<file path="src/rtl/key_freq_ctrl.sv">
// key_freq_ctrl: debounced key front-end for the flowing-water LED display.
// The start key yields a one-cycle `button` pulse per accepted press.
// The mode key advances the 2-bit `freq_set` period selector, wrapping 11 -> 00.
// Each key has its own two-flop synchronizer, debounce FSM and counter.
module key_freq_ctrl #(
    parameter int DEBOUNCE_CYCLES = 2_000_000
) (
    input  logic       clk,
    input  logic       rst_n,
    input  logic       key_start,
    input  logic       key_mode,
    output logic       button,
    output logic [1:0] freq_set
);

    localparam int CW = (DEBOUNCE_CYCLES > 1) ? $clog2(DEBOUNCE_CYCLES) : 1;
    localparam logic [CW-1:0] LAST = CW'(DEBOUNCE_CYCLES - 1);

    typedef enum logic [1:0] {
        IDLE,
        PRESS_DB,
        HELD,
        RELEASE_DB
    } db_state_t;

    // Channel index: bit 0 = start key, bit 1 = mode key.
    logic [1:0]    sync_a;
    logic [1:0]    sync_b;
    db_state_t     state [2];
    logic [CW-1:0] cnt   [2];
    logic [1:0]    press_evt;

    // Two-flop synchronizers for both raw keys.
    always_ff @(posedge clk or negedge rst_n) begin
        if (!rst_n) begin
            sync_a <= '0;
            sync_b <= '0;
        end else begin
            sync_a <= {key_mode, key_start};
            sync_b <= sync_a;
        end
    end

    // Press event: last stable-high sample of a press debounce.
    always_comb begin
        press_evt = '0;
        for (int unsigned i = 0; i < 2; i++) begin
            press_evt[i] = (state[i] == PRESS_DB) && sync_b[i] && (cnt[i] == LAST);
        end
    end

    // Debounce FSMs for both channels plus the registered outputs.
    always_ff @(posedge clk or negedge rst_n) begin
        if (!rst_n) begin
            for (int unsigned i = 0; i < 2; i++) begin
                state[i] <= IDLE;
                cnt[i]   <= '0;
            end
            button   <= 1'b0;
            freq_set <= 2'b11;
        end else begin
            for (int unsigned i = 0; i < 2; i++) begin
                case (state[i])
                    IDLE: begin
                        cnt[i] <= '0;
                        if (sync_b[i]) begin
                            state[i] <= PRESS_DB;
                        end
                    end
                    PRESS_DB: begin
                        if (!sync_b[i]) begin
                            state[i] <= IDLE;
                            cnt[i]   <= '0;
                        end else if (cnt[i] == LAST) begin
                            state[i] <= HELD;
                            cnt[i]   <= '0;
                        end else begin
                            cnt[i] <= cnt[i] + 1'b1;
                        end
                    end
                    HELD: begin
                        cnt[i] <= '0;
                        if (!sync_b[i]) begin
                            state[i] <= RELEASE_DB;
                        end
                    end
                    RELEASE_DB: begin
                        if (sync_b[i]) begin
                            state[i] <= HELD;
                            cnt[i]   <= '0;
                        end else if (cnt[i] == LAST) begin
                            state[i] <= IDLE;
                            cnt[i]   <= '0;
                        end else begin
                            cnt[i] <= cnt[i] + 1'b1;
                        end
                    end
                    default: begin
                        state[i] <= IDLE;
                        cnt[i]   <= '0;
                    end
                endcase
            end
            button   <= press_evt[0];
            freq_set <= freq_set + {1'b0, press_evt[1]};
        end
    end

endmodule

</file>
<file path="config.mk">
export PLATFORM = sky130hd
export DESIGN_NAME = key_freq_ctrl
export DESIGN_NICKNAME = d
export VERILOG_FILES = /design/src/rtl/key_freq_ctrl.sv
export SDC_FILE = /design/constraint.sdc
export NUM_CORES = 1
export LEC_CHECK = 0
export CORE_UTILIZATION = 35
export CTS_BUF_LIST = sky130_fd_sc_hd__clkbuf_8 sky130_fd_sc_hd__clkbuf_16
export DETAILED_ROUTE_END_ITERATION = 10
export GPL_TIMING_DRIVEN = 1
export HOLD_SLACK_MARGIN = 0.06
export SYNTH_ARGS = -nofsm -noshare
export SYNTH_HDL_FRONTEND = slang
export SYNTH_SLANG_ARGS = --single-unit
</file>
<file path="constraint.sdc">
create_clock -name clk -period 3.7 [get_ports clk]
set_clock_uncertainty 0.2 [all_clocks]
set_input_delay 0.925 -clock clk [delete_from_list [all_inputs] [get_ports clk]]
set_output_delay 0.925 -clock clk [all_outputs]
set_load 0.01 [all_outputs]
</file>
== Word level (Yosys, flattened, before mapping) ==
Cells that the tools add are included.
Cells by class
  $add $sub $neg: 3
  reductions and logical operators: 10
  mux-type cells: 22
  equal/unequal tests: 16
Operator list (number)
  $mux W21: 6
  $pmux W21 S3: 2
  $add A21 B1 Y21 const B: 2
  $eq A21 B21 Y1 const B: 2
  $mux W2: 12
  $pmux W2 S4: 2
  $eq A2 B2 Y1 const B: 4
  $ne A2 B2 Y1 const B: 4
  $reduce_and A4 Y1: 2
  $ne A3 B2 Y1 const B: 2
  $ne A3 B3 Y1 const B: 2
  $eq A2 B1 Y1 const B: 2
  $logic_and A1 B1 Y1: 4
  $logic_not A2 Y1: 2
  $reduce_or A2 Y1: 2
  $add A2 B1 Y2: 1
Storage, ports and cells
  input bits: 4
  register bits after elaboration: 53
  output and inout port bits: 3

== Logic depth before layout (Yosys ltp) ==
  word-level depth: 4
  depth in mapped cells: 7

== Worst setup path after synthesis ==
OpenSTA, ideal clock, no wires.
  kind: reg-to-reg
  start: reg cnt[9] (netlist name)
  end: reg freq_set[1]
  data arrival time: 1.852 ns
  slack: 1.573 ns
  setup time: 0.075 ns
  stages on the path, launching flop included: 7
  cell sequence: dfrtp_1 -> or4b_2 -> nor4_2 -> nand3_1 -> nor3b_1 -> ha_1 -> xor2_1
Between the ends
  word-level cells in the longest chain between the ends: 3
RTL lines
  from (decl): line 30  | logic [CW-1:0] cnt [2];
  from (signal, indexed assignment): line 78  | cnt[i] <= cnt[i] + 1'b1;
  from (signal, indexed assignment): line 95  | cnt[i] <= cnt[i] + 1'b1;
  $eq A21 B21 Y1: line 48  | press_evt[i] = (state[i] == PRESS_DB) && sync_b[i] && (cnt[i] == LAST);
  $logic_and A1 B1 Y1: line 48
  $add A2 B1 Y2: line 105  | freq_set <= freq_set + {1'b0, press_evt[1]};
  to (signal assigned): line 105
  to (decl): line 13  | output logic [1:0] freq_set
Every way passes these cells.
A chain may end at the register's enable or synchronous reset.

== Worst setup path after layout ==
  start: reg freq_set[1]
  end: out freq_set[1]
No word-level cell between the ends.

==> metrics <==
run status=completed; slowest CP cell=dfstp_2; CP Launch Type=flip-flop; Setup TNS=0 ps; Avg WL per Cell=about 13 um; Filler Cell Count=659; clock transition at the registers of the reported paths=100 ps; DRC errors left=0; CP required=2570 ps; CP top delay family=flip-flops; final instance area=2800 sq um; row cnt=30; placed instance count=about 340; VDD IR max=about 0.14 mV; Slew HR=around 56%; Crit Path Max Fanout=2; combinational share of power=2.8%; Syn-to-layout area delta=11.4%; first drt pass iteration count=4; Slew Limit Fails=0; hold_ws=155 ps; Final period util=a little under 70%; antenna viol nets, final=0; worst-margin pin slew=around 670 ps; CP cell instances=clkdlybuf4s50_1; layout cell share with drive strength beyond 1=approximately 8.6%; latest clock arrival within the worst-skew pair=320 ps; Netlist Area Pre-Place=~2500 sq um; Diodes inserted=0; Tmin final=roughly 2500 ps; f_max=approximately 400 MHz; CP bufs+invs=1; largest net degree at the start of global routing=39; Hold WC Path Type=flip-flop to flip-flop; Num CTS Buffers=5; critical path arrival=1400 ps; Sw Ratio=between 20% and 30%; Clock Power Share=40.2%; sequential area share after synthesis=53.0%; part of the power in registers=between 50% and 60%; Max Buffers Root-to-Sink=2; post-route insts no fill=351; 1st-iter DRT viols=85; clock sinks=between 50 and 60; multi-input logic area=1130 sq um; Global Route Usage Sum=~14%; Final #Nets=261; Hold Violations, Final=0; drt total wl=4630 um; RSZ-0062 raised after global routing=false; via count=1803; Synth cell types=39; Placed Area=2680 sq um; core area=a little under 7000 sq um; CP peak stage delay=550 ps; vias in the first global route=1708; Internal Power=~0.80 mW; Leak Pwr=1.07 nW; total congestion overflow=0; width of the die=between 80 and 90 um; syn nets=251; CTS tree=done; initial antenna violation count=0; Initial Utilization=36.5%; register area=1330 sq um; commonest non-fill, non-tap cells in the layout=51 x dfrtp_1, 33 x nor2_1, 17 x xnor2_1; Synth Register Bits=53; max cap viols=0; synthesized area per cell=10.3 sq um; Post-CTS Setup Bufs=0; first-pass GRT wire length=8270 um; YS warnings=0; final number of setup-violating endpoints=0; most common cell after layout, fill and taps aside=dfrtp_1; Avg Vias per Cell=5.14; gp weighted congestion=0.740; WS Path Type=flip-flop to output pin; I/O pin total=7; H-tree depth=2; Post-DP HPWL=about 3200 um; port bufs=6; hold buffers post-CTS=0; final core area utilization=40.7%; Sw Pwr=0.233 mW; cells after synthesis=244; Resized Gates After CTS=0; Die Span Y=86.7 um; die area=between 7000 and 8000 sq um; CP endpoint kind=output pin; CTS root buffer=clkbuf_8; PwrDens=369 nW/um^2
[layer usage]
layer	GRT usage [%]	wire [um]
met1	20.7	2340
met2	20.1	2100
met3	3.43	123
met4	5.15	61
met5	0	0
[power by group through the flow]
stage	combinational, mW	sequential [mW]	clock, mW
floorplan	0.0119	0.599	0
global route	0.0335	0.590	0.449
CTS	0.0300	0.589	0.428
detailed placement	0.0301	0.600	0
global placement	0.0301	0.600	0
finish	0.0285	0.588	0.415
[worst reg2reg max path: stages (launching register included)]
cell,delay (ps)
dfrtp_1,420
or4b_2,690
nor4_2,240
a21o_1,600
nor2_1,140
[metrics by stage]
stage | setup WS (ps) | power (mW)
2_1_floorplan | 1570 | 0.611
3_3_place_gp | 1340 | 0.630
3_5_place_dp | 1290 | 0.630
4_1_cts | 1170 | 1.05
5_1_grt | 1090 | 1.07
6_report | 1180 | 1.03
[cell type report]
type                            count  area share, %
Clock buffer                        5           2.46
Clock inverter                      3           1.79
Inverter                            7          0.940
Multi-Input combinational cell    179           40.5
Sequential cell                    53           47.5
Tap cell                           96           4.30
Timing Repair Buffer                8           2.51
[flip-flops by register name, summed over array words and instances (netlist names), named ones only]
signal and cells:
button 1, state 2, sync_b 2, freq_set 2, cnt 42, sync_a 2
[kinds of logic (layout without fill, tap and decap cells)]
kind of cell               after synthesis  after routing  share of synthesized area [%]
and+or+nand+nor                        119            119                           26.8
xor gates and xnor gates                29             29                           10.1
DFF                                     53             53                           53.0
AOI/OAI and AO/OA                       26             26                           5.74
adders and majority gates                3              3                           1.50
muxes                                    2              2                          0.898
buffers and inverters                   12             23                           1.95
[synth_stat cells (all sizes together)]
master,count,area share [%]
dfstp,2,2.1
nor2,33,4.9
a21o,1,0.30
a21oi,12,2.5
xnor2,17,5.9
or4,7,2.2
or3,11,2.7
dfrtp,51,51
clkbuf,2,0.30
nor3b,3,0.90
o31ai,2,0.60
nor4bb,2,0.80
o211ai,1,0.30
xor2,12,4.2
inv,7,1.0
or4b,1,0.40
and4b,1,0.40
nor4,8,2.2
buf,3,0.60
nand4bb,1,0.45
and3,1,0.25
ha,3,1.5
and4,3,1.1
nand4,10,2.7
o21ai,10,2.0
nand2,15,2.5
nand4b,1,0.35
and2,3,0.75
mux2,2,0.90
nand3,15,3.2
nor3,4,0.80
[worst paths after layout]
check | startpoint | to | slack [ps] | cells past startpoint
max | freq_set[1] | freq_set[1] | 1180 | 1
min | sync_a[1] | sync_b[1] | 150 | 0
max reg2reg | cnt[9] | cnt[9] | 1290 | 4
min reg2reg | sync_a[1] | sync_b[1] | 150 | 0
max in group asynchronous | rst_n | cnt[31] | 2200 | 2
min in group asynchronous | rst_n | cnt[19] | 300 | 1
(Power assumes the default switching activity.)
